`src/rtl/line_interpolator_pkg.sv`:
```
// Shared types and constants for the line interpolator: FSM state encoding,
// coordinate/error widths and servo position codes.
package line_interpolator_pkg;

  localparam int COORD_BITS_DEF     = 16;
  localparam int PULSE_NUM_BITS_DEF = 8;

  // Bresenham error term needs headroom beyond the coordinate span
  function automatic int err_bits(input int coord_bits);
    return coord_bits + 2;
  endfunction

  localparam int ERR_BITS = err_bits(COORD_BITS_DEF);

  localparam logic SERVO_POS_UP   = 1'b1;
  localparam logic SERVO_POS_DOWN = 1'b0;

  typedef enum logic [2:0] {
    IDLE,
    SETUP,
    SERVO_REQ,
    SERVO_WAIT,
    STEP_CALC,
    STEP_REQ,
    STEP_WAIT
  } line_interp_state_t;

endpackage

```
`src/rtl/line_interpolator_if.sv`:
```
// Command channel from upstream plus the MotorsCtrl command/handshake channel.
// The interpolator uses the slave view; its environment uses the master view.
interface line_interpolator_if
  import line_interpolator_pkg::*;
#(
  parameter int COORD_BITS       = COORD_BITS_DEF,
  parameter int PULSE_NUM_X_BITS = PULSE_NUM_BITS_DEF,
  parameter int PULSE_NUM_Y_BITS = PULSE_NUM_BITS_DEF
);
  logic                               cmd_valid;
  logic                               cmd_rdy;
  logic signed [COORD_BITS-1:0]       cmd_x;
  logic signed [COORD_BITS-1:0]       cmd_y;
  logic                               cmd_servo;

  logic signed [PULSE_NUM_X_BITS-1:0] pulse_num_x;
  logic signed [PULSE_NUM_Y_BITS-1:0] pulse_num_y;
  logic                               servo_pos;
  logic                               trigger;
  logic                               motors_rdy;

  modport slave (
    input  cmd_valid, cmd_x, cmd_y, cmd_servo, motors_rdy,
    output cmd_rdy, pulse_num_x, pulse_num_y, servo_pos, trigger
  );

  modport master (
    output cmd_valid, cmd_x, cmd_y, cmd_servo, motors_rdy,
    input  cmd_rdy, pulse_num_x, pulse_num_y, servo_pos, trigger
  );
endinterface

```
`src/rtl/line_interpolator_motors_cmd_handshake.sv`:
```
// Trigger/rdy sequencer for one MotorsCtrl command: raises trigger only while
// rdy is high, reports acceptance (rdy dropped) and completion (rdy back).
module line_interpolator_motors_cmd_handshake (
  input  logic clk,
  input  logic reset,
  input  logic clk_en_i,
  input  logic req_i,
  input  logic motors_rdy_i,
  output logic trigger_o,
  output logic accepted_o,
  output logic done_o
);
  logic trigger_q;
  logic pending_q;

  always_ff @(posedge clk or negedge reset) begin
    if (!reset) begin
      trigger_q <= 1'b0;
      pending_q <= 1'b0;
    end else if (clk_en_i) begin
      if (trigger_q) begin
        if (!motors_rdy_i) begin
          trigger_q <= 1'b0;
          pending_q <= 1'b1;
        end
      end else if (pending_q) begin
        if (motors_rdy_i) pending_q <= 1'b0;
      end else if (req_i && motors_rdy_i) begin
        trigger_q <= 1'b1;
      end
    end
  end

  // Single-cycle strobes, consumed by the owner FSM on the same clock edge
  assign trigger_o  = trigger_q;
  assign accepted_o = trigger_q & ~motors_rdy_i;
  assign done_o     = pending_q & motors_rdy_i;

endmodule

```
`src/rtl/line_interpolator.sv`:
```
// Rasterises absolute-target line commands into unit MotorsCtrl steps using
// Bresenham, issuing a servo-only command first whenever the servo changes.
module line_interpolator
  import line_interpolator_pkg::*;
#(
  parameter int COORD_BITS       = COORD_BITS_DEF,
  parameter int PULSE_NUM_X_BITS = PULSE_NUM_BITS_DEF,
  parameter int PULSE_NUM_Y_BITS = PULSE_NUM_BITS_DEF
) (
  input  logic                         clk,
  input  logic                         reset,
  input  logic                         clk_en,
  line_interpolator_if.slave           bus,
  output logic signed [COORD_BITS-1:0] pos_x,
  output logic signed [COORD_BITS-1:0] pos_y,
  output logic                         busy
);
  localparam int EB = err_bits(COORD_BITS);
  localparam int EW = EB + 1;

  line_interp_state_t state_q;

  logic signed [COORD_BITS-1:0]       tx_q, ty_q, pos_x_q, pos_y_q;
  logic signed [COORD_BITS-1:0]       pos_x_d, pos_y_d;
  logic                               servo_t_q, servo_pos_q, cmd_rdy_q;
  logic signed [EB-1:0]               dx_q, dy_q, err_q, err_d;
  logic signed [EB-1:0]               diff_x, diff_y, abs_x, abs_y;
  logic                               sx_neg_q, sy_neg_q;
  logic signed [PULSE_NUM_X_BITS-1:0] pnx_q, pnx_d;
  logic signed [PULSE_NUM_Y_BITS-1:0] pny_q, pny_d;
  logic signed [EW-1:0]               e2, dx_w, dy_w;
  logic                               step_x, step_y;
  logic                               hs_req, hs_trigger, hs_accepted, hs_done;

  always_comb begin
    diff_x = EB'(tx_q) - EB'(pos_x_q);
    diff_y = EB'(ty_q) - EB'(pos_y_q);
    abs_x  = diff_x[EB-1] ? -diff_x : diff_x;
    abs_y  = diff_y[EB-1] ? -diff_y : diff_y;
  end

  // One Bresenham iteration from the registered error term
  always_comb begin
    e2     = $signed({err_q, 1'b0});
    dx_w   = EW'(dx_q);
    dy_w   = EW'(dy_q);
    step_x = (e2 > -dy_w);
    step_y = (e2 < dx_w);
    err_d  = err_q;
    if (step_x) err_d = err_d - dy_q;
    if (step_y) err_d = err_d + dx_q;
    pnx_d = '0;
    pny_d = '0;
    if (step_x) pnx_d = sx_neg_q ? '1 : PULSE_NUM_X_BITS'(1);
    if (step_y) pny_d = sy_neg_q ? '1 : PULSE_NUM_Y_BITS'(1);
  end

  always_comb begin
    pos_x_d = pos_x_q + COORD_BITS'(pnx_q);
    pos_y_d = pos_y_q + COORD_BITS'(pny_q);
  end

  assign hs_req = (state_q == SERVO_REQ) || (state_q == STEP_REQ);

  line_interpolator_motors_cmd_handshake u_handshake (
    .clk          (clk),
    .reset        (reset),
    .clk_en_i     (clk_en),
    .req_i        (hs_req),
    .motors_rdy_i (bus.motors_rdy),
    .trigger_o    (hs_trigger),
    .accepted_o   (hs_accepted),
    .done_o       (hs_done)
  );

  always_ff @(posedge clk or negedge reset) begin
    if (!reset) begin
      state_q     <= IDLE;
      tx_q        <= '0;
      ty_q        <= '0;
      pos_x_q     <= '0;
      pos_y_q     <= '0;
      servo_t_q   <= SERVO_POS_UP;
      servo_pos_q <= SERVO_POS_UP;
      cmd_rdy_q   <= 1'b1;
      dx_q        <= '0;
      dy_q        <= '0;
      err_q       <= '0;
      sx_neg_q    <= 1'b0;
      sy_neg_q    <= 1'b0;
      pnx_q       <= '0;
      pny_q       <= '0;
    end else if (clk_en) begin
      unique case (state_q)
        IDLE: begin
          if (bus.cmd_valid) begin
            tx_q      <= bus.cmd_x;
            ty_q      <= bus.cmd_y;
            servo_t_q <= bus.cmd_servo;
            cmd_rdy_q <= 1'b0;
            state_q   <= SETUP;
          end
        end
        SETUP: begin
          dx_q     <= abs_x;
          dy_q     <= abs_y;
          sx_neg_q <= diff_x[EB-1];
          sy_neg_q <= diff_y[EB-1];
          err_q    <= abs_x - abs_y;
          if (servo_t_q != servo_pos_q) begin
            pnx_q       <= '0;
            pny_q       <= '0;
            servo_pos_q <= servo_t_q;
            state_q     <= SERVO_REQ;
          end else if (abs_x == '0 && abs_y == '0) begin
            cmd_rdy_q <= 1'b1;
            state_q   <= IDLE;
          end else begin
            state_q <= STEP_CALC;
          end
        end
        SERVO_REQ: begin
          if (hs_accepted) state_q <= SERVO_WAIT;
        end
        SERVO_WAIT: begin
          if (hs_done) begin
            if (dx_q == '0 && dy_q == '0) begin
              cmd_rdy_q <= 1'b1;
              state_q   <= IDLE;
            end else begin
              state_q <= STEP_CALC;
            end
          end
        end
        STEP_CALC: begin
          err_q   <= err_d;
          pnx_q   <= pnx_d;
          pny_q   <= pny_d;
          state_q <= STEP_REQ;
        end
        STEP_REQ: begin
          if (hs_accepted) begin
            pos_x_q <= pos_x_d;
            pos_y_q <= pos_y_d;
            state_q <= STEP_WAIT;
          end
        end
        STEP_WAIT: begin
          if (hs_done) begin
            if (pos_x_q == tx_q && pos_y_q == ty_q) begin
              cmd_rdy_q <= 1'b1;
              state_q   <= IDLE;
            end else begin
              state_q <= STEP_CALC;
            end
          end
        end
        default: begin
          cmd_rdy_q <= 1'b1;
          state_q   <= IDLE;
        end
      endcase
    end
  end

  assign bus.cmd_rdy     = cmd_rdy_q;
  assign bus.pulse_num_x = pnx_q;
  assign bus.pulse_num_y = pny_q;
  assign bus.servo_pos   = servo_pos_q;
  assign bus.trigger     = hs_trigger;
  assign pos_x           = pos_x_q;
  assign pos_y           = pos_y_q;
  assign busy            = ~cmd_rdy_q;

endmodule

```
`src/flat_wrapper.sv`:
```
// flat-port wrapper written by rule: the top's interface ports become plain ports
module line_interpolator_flat import line_interpolator_pkg::*;
#(
  parameter int COORD_BITS       = COORD_BITS_DEF,
  parameter int PULSE_NUM_X_BITS = PULSE_NUM_BITS_DEF,
  parameter int PULSE_NUM_Y_BITS = PULSE_NUM_BITS_DEF
)
  (clk, reset, clk_en, pos_x, pos_y, busy, bus_cmd_valid, bus_cmd_x, bus_cmd_y, bus_cmd_servo, bus_motors_rdy, bus_cmd_rdy, bus_pulse_num_x, bus_pulse_num_y, bus_servo_pos, bus_trigger);
  line_interpolator_if #(.COORD_BITS(COORD_BITS), .PULSE_NUM_X_BITS(PULSE_NUM_X_BITS), .PULSE_NUM_Y_BITS(PULSE_NUM_Y_BITS)) bus_i ();
  input  logic clk;
  input  logic reset;
  input  logic clk_en;
  output logic signed [COORD_BITS-1:0] pos_x;
  output logic signed [COORD_BITS-1:0] pos_y;
  output logic busy;
  input wire logic [$bits(bus_i.cmd_valid)-1:0] bus_cmd_valid;
  input wire logic [$bits(bus_i.cmd_x)-1:0] bus_cmd_x;
  input wire logic [$bits(bus_i.cmd_y)-1:0] bus_cmd_y;
  input wire logic [$bits(bus_i.cmd_servo)-1:0] bus_cmd_servo;
  input wire logic [$bits(bus_i.motors_rdy)-1:0] bus_motors_rdy;
  output wire logic [$bits(bus_i.cmd_rdy)-1:0] bus_cmd_rdy;
  output wire logic [$bits(bus_i.pulse_num_x)-1:0] bus_pulse_num_x;
  output wire logic [$bits(bus_i.pulse_num_y)-1:0] bus_pulse_num_y;
  output wire logic [$bits(bus_i.servo_pos)-1:0] bus_servo_pos;
  output wire logic [$bits(bus_i.trigger)-1:0] bus_trigger;
  assign bus_i.cmd_valid = bus_cmd_valid;
  assign bus_i.cmd_x = bus_cmd_x;
  assign bus_i.cmd_y = bus_cmd_y;
  assign bus_i.cmd_servo = bus_cmd_servo;
  assign bus_i.motors_rdy = bus_motors_rdy;
  assign bus_cmd_rdy = bus_i.cmd_rdy;
  assign bus_pulse_num_x = bus_i.pulse_num_x;
  assign bus_pulse_num_y = bus_i.pulse_num_y;
  assign bus_servo_pos = bus_i.servo_pos;
  assign bus_trigger = bus_i.trigger;
  line_interpolator #(.COORD_BITS(COORD_BITS), .PULSE_NUM_X_BITS(PULSE_NUM_X_BITS), .PULSE_NUM_Y_BITS(PULSE_NUM_Y_BITS)) u_core (.clk(clk), .reset(reset), .clk_en(clk_en), .bus(bus_i), .pos_x(pos_x), .pos_y(pos_y), .busy(busy));
endmodule
```
`config.mk`:
```
export PLATFORM = sky130hd
export DESIGN_NAME = line_interpolator_flat
export DESIGN_NICKNAME = d
export VERILOG_FILES = /design/src/rtl/line_interpolator_pkg.sv /design/src/rtl/line_interpolator_if.sv /design/src/rtl/line_interpolator_motors_cmd_handshake.sv /design/src/rtl/line_interpolator.sv /design/src/flat_wrapper.sv
export SDC_FILE = /design/constraint.sdc
export NUM_CORES = 1
export LEC_CHECK = 0
export ABC_AREA = 1
export BUFFER_PORTS_ARGS = -buffer_cell sky130_fd_sc_hd__buf_2
export CORE_MARGIN = 4
export CORE_UTILIZATION = 35
export CTS_BUF_LIST = sky130_fd_sc_hd__clkbuf_8
export DETAILED_ROUTE_END_ITERATION = 10
export PLACE_DENSITY = 0.58
export SYNTH_ARGS = -nofsm -noshare
export SYNTH_HDL_FRONTEND = slang
export SYNTH_SLANG_ARGS = --single-unit
```
`constraint.sdc`:
```
create_clock -name clk -period 5.2 [get_ports clk]
set_input_delay 0.52 -clock clk [delete_from_list [all_inputs] [get_ports clk]]
set_output_delay 0.52 -clock clk [all_outputs]
set_load 0.05 [all_outputs]
```
### Word-level counts from Yosys, hierarchy flattened

Index checks and enable logic that the tools add are counted.

| cells by class | value |
|---|---|
| reductions and logical operators | 21 |
| $add $sub $neg | 10 |
| multiplexer cells | 38 |
| $mul | 0 |
| divide/modulo/power cells | 0 |
| bitwise gates (word level) | 5 |
| eq/ne operators | 20 |
| magnitude comparators | 2 |
| shifts and indexed selects | 0 |

Operator list:

| operator | count |
|---|---|
| $logic_not A18 Y1 | 4 |
| $mux W18 | 4 |
| $mux W8 | 5 |
| $neg A18 Y18 | 2 |
| $pmux W18 S2 | 1 |
| $sub A18 B18 Y18 | 2 |
| $sub A16 B16 Y17 | 2 |
| $add A16 B8 Y16 | 2 |
| $eq A16 B16 Y1 | 2 |
| $pmux W8 S2 | 2 |
| $mux W3 | 9 |
| $pmux W3 S7 | 1 |
| $gt A19 B19 Y1 | 1 |
| $lt A19 B18 Y1 | 1 |
| $neg A18 Y19 | 1 |
| $add A18 B18 Y18 | 1 |
| $ne A2 B1 Y1 const B | 8 |
| $mux W1 | 15 |
| $reduce_and A3 Y1 | 4 |
| $eq A3 B3 Y1 const B | 3 |
| $reduce_and A9 Y1 | 1 |
| $eq A3 B2 Y1 const B | 2 |
| $ne A2 B2 Y1 const B | 3 |
| $reduce_and A2 Y1 | 3 |
| other kinds (11) | 17 |

| word-level totals | value |
|---|---|
| ROM bits | 0 |
| RAM bits | 0 |
| input port bits | 38 |
| memories kept | 0 |
| latch bits | 0 |
| bits in registers | 144 |

### Depth between registers and ports, before layout

| depth | value |
|---|---|
| depth after elaboration | 8 |
| mapped depth | 42 |

### Modules after synthesis

A second synthesis with hierarchy kept.

| second synthesis, totals | value |
|---|---|
| cells, all modules | 2,080 |
| area total of the unflattened synthesis | 14,020.9 µm² |

Modules (own cells, without submodules):

| module | cells an instance | instances | seq. area each (µm²) | area an instance (µm²) |
|---|---|---|---|---|
| line_interpolator | 2,066 | 1 | 3,256.9 | 13,918.3 |
| line_interpolator_motors_cmd_handshake | 14 | 1 | 50.0 | 102.6 |

### Worst setup path after synthesis

No wires, ideal clock.

| timing path | value |
|---|---|
| path type | register to register |
| start point | register u_core.dy_q[2] |
| end point | register u_core.err_q[15] |
| cell stages (with the launch flop) | 34 |
| data required time | 5,123 ps |
| buffers on the path | 0 |
| arrival time | 5,001 ps |
| slack | 122 ps |
| path through | dfrtp_1 > nor3_1 > nand3_1 > nor2_1 > nand3_1 > nor2_1 > nand4_1 > nor2_1 > nand2_1 > nor3_1 > xor2_1 > ha_1 > nand2_1 > inv_1 > a221oi_1 > nand2_1 > nand2_1 > nand2_1 > nand2_1 > inv_1 > o21ai_0 > inv_1 > ha_1 > inv_1 > nor3_1 > a21oi_1 > o31ai_1 > a21oi_1 > or2_2 > nand2_1 > nand2_1 > nand3_1 > nand3_1 > a21oi_1 |

| between the ends | value |
|---|---|
| word-level cells in the longest chain between the ends | 6 |

RTL lines:

| element | line | RTL |
|---|---|---|
| from (decl) | line_interpolator.sv:26 | `logic signed [EB-1:0] dx_q, dy_q, err_q, err_d;` |
| from (signal assigned) | line_interpolator.sv:106 | `dy_q <= abs_y;` |
| $neg A18 Y19 | line_interpolator.sv:47 | `step_x = (e2 > -dy_w);` |
| $gt A19 B19 Y1 | line_interpolator.sv:47 |  |
| $mux W18 (*) | line_interpolator.sv:50 | `if (step_x) err_d = err_d - dy_q;` |
| $add A18 B18 Y18 | line_interpolator.sv:51 | `if (step_y) err_d = err_d + dx_q;` |
| $mux W18 (*) | line_interpolator.sv:51 |  |
| $pmux W18 S2 (*) | line_interpolator.sv:94 | `unique case (state_q)` |
| to (signal assigned) | line_interpolator.sv:109 | `err_q <= abs_x - abs_y;` |
| to (signal assigned) | line_interpolator.sv:136 | `err_q <= err_d;` |
| to (decl) | line_interpolator.sv:26 |  |

Mark *: on every way between the ends. The rest lies on a longest branch, timed or not.
A chain may end at the register's enable or synchronous reset.

### Final worst setup path

| timing path | value |
|---|---|
| start point | register u_core.dy_q[1] |
| end point | register u_core.err_q[16] |

Same word-level chain as after synthesis.

==> reports/qor.csv <==
stage,metric,value,unit
routing,wl_per_cell,14.9,um
global_routing,grt.met2_usage,31.6,%
global_routing,grt_pass1_vias,13300,
routing,ant_nets,0,
yosys,synthArstFlopShare,100,%
timing,final_min_period_over_clock_period,96.2,%
routing,route.detailed.drc,0,
critical_path,reg2reg_to,u_core.err_q[16]$_DFFE_PN0P_,
clock_tree,ctsRootBufferMaster,clkbuf_8,
critical_path,reg2regPathDepth,37,
layout,design_area,0.0162,sq mm
global_routing,antenna_found_initial,0,
timing,grt_setup_unrepaired,yes,
yosys,synth_sequential_area_ratio,23.6,%
routing,totalWireLength,41700,um
floorplan,die-area,0.0434,sq mm
status,outcome,"complete, no violations",
global_routing,gr-total-overflow,0,
global_routing,grt_max_degree,84,
place,post-dp-hpwl,33600,um
yosys,synthesis.nets,2325,
critical_path,crit_slowest_cell,dfrtp_1,
layout,final_common_cell,nand2_1,
yosys,yosys_warnings,0,
yosys,synth_top_family_by_area,simple AND/OR/NAND/NOR gates,
yosys,synth-xor-area-share,4.36,%
floorplan,initial_core_util,35.4,%
timing,hold_violations,0,
run,cap_violations,0,
yosys,yosysUniqueCellTypes,53,
timing,worst_pin_slew,845,ps
critical_path,crit_fanout,8,
floorplan,core_area,0.0396,sq mm
yosys,synthMuxAreaShare,2.56,%
critical_path,slowest_delay,390,ps
clock_tree,cts.clk_slew.worst_paths,90,ps
clock_tree,clock_latency,490,ps
critical_path,cp_common_cell,nand2_1,
yosys,netlist_instances,2128,
global_routing,grt_use_met1,25.9,%
critical_path,crit_family,simple AND/OR/NAND/NOR gates,
layout,areaGrowthSynthToFinish,15.7,%
layout,n_antenna_cell,0,
global_routing,use_met3,2.79,%
place,port_buffers,89,
routing,drtIter0Drc,629,
critical_path,endpoint_kind,register,
critical_path,worstReg2RegStart,u_core.dy_q[1]$_DFFE_PN0P_,
floorplan,die_w,208,um
yosys,synth_ff_type,dfrtp_1,
critical_path,worstPathRequired,5580,ps
critical_path,critical_path_class,register to register,
floorplan,die_y,208,um
clock_tree,numCtsBuffers,17,
clock_tree,htreeDepth,4,
timing,max_freq,0.200,GHz
clock_tree,tritoncts,done,
yosys,synth_compound_area_share,12.3,%
timing,finalMaxSlewViolations,0,
global_routing,busiest_layer,met2,
timing,slew-limit-headroom,43.7,%
layout,final_cell_mix,"nand2_1, inv_1, nand3_1, ha_1, nor2_1",
yosys,post_synth.cell_area_avg,6.59,sq um
critical_path,r2r_slack,200,ps
clock_tree,clkSinkCount,132,
yosys,synth_adder_area_share,14.6,%
place,finalWeightedCongestion,0.913,
yosys,ys_ff_latch,132,
yosys,synth-edff-count,0,
critical_path,startpoint_type,register,
global_routing,grt_pass1_wl,67400,um
timing,finalSetupViolCount,0,
routing,drt_first_pass_iters,5,
layout,fin_util,41.0,%
critical_path,timing.critical_path.buf_inv,5,
global_routing,grt_use_total,18.9,%
timing,skew,16.3,ps
routing,vias,14000,
place,placed_cell_area,0.0154,sq mm
layout,fin_nets,2459,
layout,drive_gt1_share,15.5,%
yosys,syn_area,0.0140,sq mm
floorplan,rows,73,
clock_tree,cts_buffer_depth,2,
routing,vias_per_cell,4.99,
floorplan,io_pins,90,
yosys,synthSimpleGateAreaFrac,32.3,%
critical_path,crit_arrival,5380,ps
timing,fin_crit,5000,ps
worst_hold_path,min-delay-path-class,primary input to async pin,
per-layer routing:
| layer | wire [um] | vias to the layer above | part of all wire (%) |
|---|---|---|---|
| li1 | - | 7172 | - |
| met1 | 19800 | 6478 | 48 |
| met2 | 19300 | 280 | 46 |
| met3 | 1800 | 44 | 4.3 |
| met4 | 769 | 0 | 1.8 |
| met5 | 0 | - | 0 |
Yosys cell counts (3+ instances only):
cell type / count / area (sq um)
a31oi_1: 5 / 31.3
o21a_1: 4 / 30.0
or2_2: 11 / 68.8
nor2_2: 9 / 56.3
nand3b_1: 13 / 97.6
a21o_1: 3 / 22.5
nor2_1: 143 / 537
nand2_4: 4 / 45.0
nor4_1: 5 / 31.3
mux2_2: 31 / 349
a21oi_1: 134 / 671
a211oi_1: 3 / 22.5
inv_1: 315 / 1180
buf_4: 14 / 105
o21bai_1: 5 / 37.5
xnor2_1: 24 / 210
o22ai_1: 5 / 31.3
o2111ai_1: 3 / 26.3
nand2_2: 23 / 144
a21oi_2: 4 / 35.0
clkbuf_1: 24 / 90.1
nor3_1: 22 / 110
xor2_1: 44 / 385
nand4_1: 36 / 225
o31ai_1: 8 / 60.1
dfrtp_1: 129 / 3230
nand3_1: 141 / 706
dfstp_2: 3 / 78.8
fa_1: 7 / 140
nand2_1: 633 / 2380
o21ai_0: 131 / 656
and2_1: 6 / 37.5
ha_1: 152 / 1900
a21boi_0: 7 / 52.6
nand3_2: 4 / 40.0
what timing repair did:
item	CTS	global route
pin swaps	1	24
hold buffers	0	0
gates resized for setup	11	73
hold endpoints to repair	0	0
buffers inserted	0	4
setup endpoints to repair	8	13
registers in the layout, indices dropped and copies added (netlist names), 2 cells and up:
name,count
u_core.ty_q,16
u_core.state_q,3
u_core.bus.pulse_num_x,2
u_core.pos_y,16
u_core.tx_q,16
u_core.err_q,18
u_core.dy_q,18
u_core.bus.pulse_num_y,2
u_core.dx_q,18
u_core.pos_x,16
kinds of logic (layout without fill, tap and decap cells):
kind of cell,after synthesis,in the layout
AND/OR/NAND/NOR,1055,1055
AO/OA/AOI/OAI,318,318
adder cells (fa/ha/maj),159,159
buffers and inverters,363,510
flip-flops,132,132
multiplexers,32,32
XOR/XNOR,69,69
worst max path at each step:
stage / startpoint / to / slack [ps] / cells after the start
finish: u_core.dy_q[1]$_DFFE_PN0P_ / u_core.err_q[16]$_DFFE_PN0P_ / 200 / 37
floorplan: u_core.dy_q[2]$_DFFE_PN0P_ / u_core.err_q[15]$_DFFE_PN0P_ / 120 / 33
detailed placement: u_core.dy_q[2]$_DFFE_PN0P_ / u_core.err_q[15]$_DFFE_PN0P_ / -190 / 33
global route: u_core.dy_q[0]$_DFFE_PN0P_ / u_core.err_q[16]$_DFFE_PN0P_ / -260 / 37
CTS: u_core.dy_q[0]$_DFFE_PN0P_ / u_core.err_q[15]$_DFFE_PN0P_ / 4 / 37
global placement: u_core.dy_q[2]$_DFFE_PN0P_ / u_core.err_q[16]$_DFFE_PN0P_ / -160 / 36
layout make-up:
| cell class | instances | area, sq um |
|---|---|---|
| clock buffer | 18 | 248 |
| clock inverter | 14 | 200 |
| fill | 4245 | 23400 |
| inverter | 318 | 1190 |
| multi-input combinational | 1633 | 9640 |
| sequential | 132 | 3310 |
| tap | 525 | 657 |
| timing repair buffer | 160 | 992 |
per-stage QoR:
step           hold WS [ps]  setup WS (ps)  TNS [ps]  instances
5_1_grt                 109           -263     -1220       2800
3_5_place_dp            467           -194      -798       2764
4_1_cts                82.6           4.01         0       2796
6_report               72.0            197         0       2800
2_1_floorplan           224            122         0       2128
3_3_place_gp            456           -162      -353       2764
Power is not shown: default switching activity piles up to over one toggle a cycle in this logic, so the estimate is an artifact.
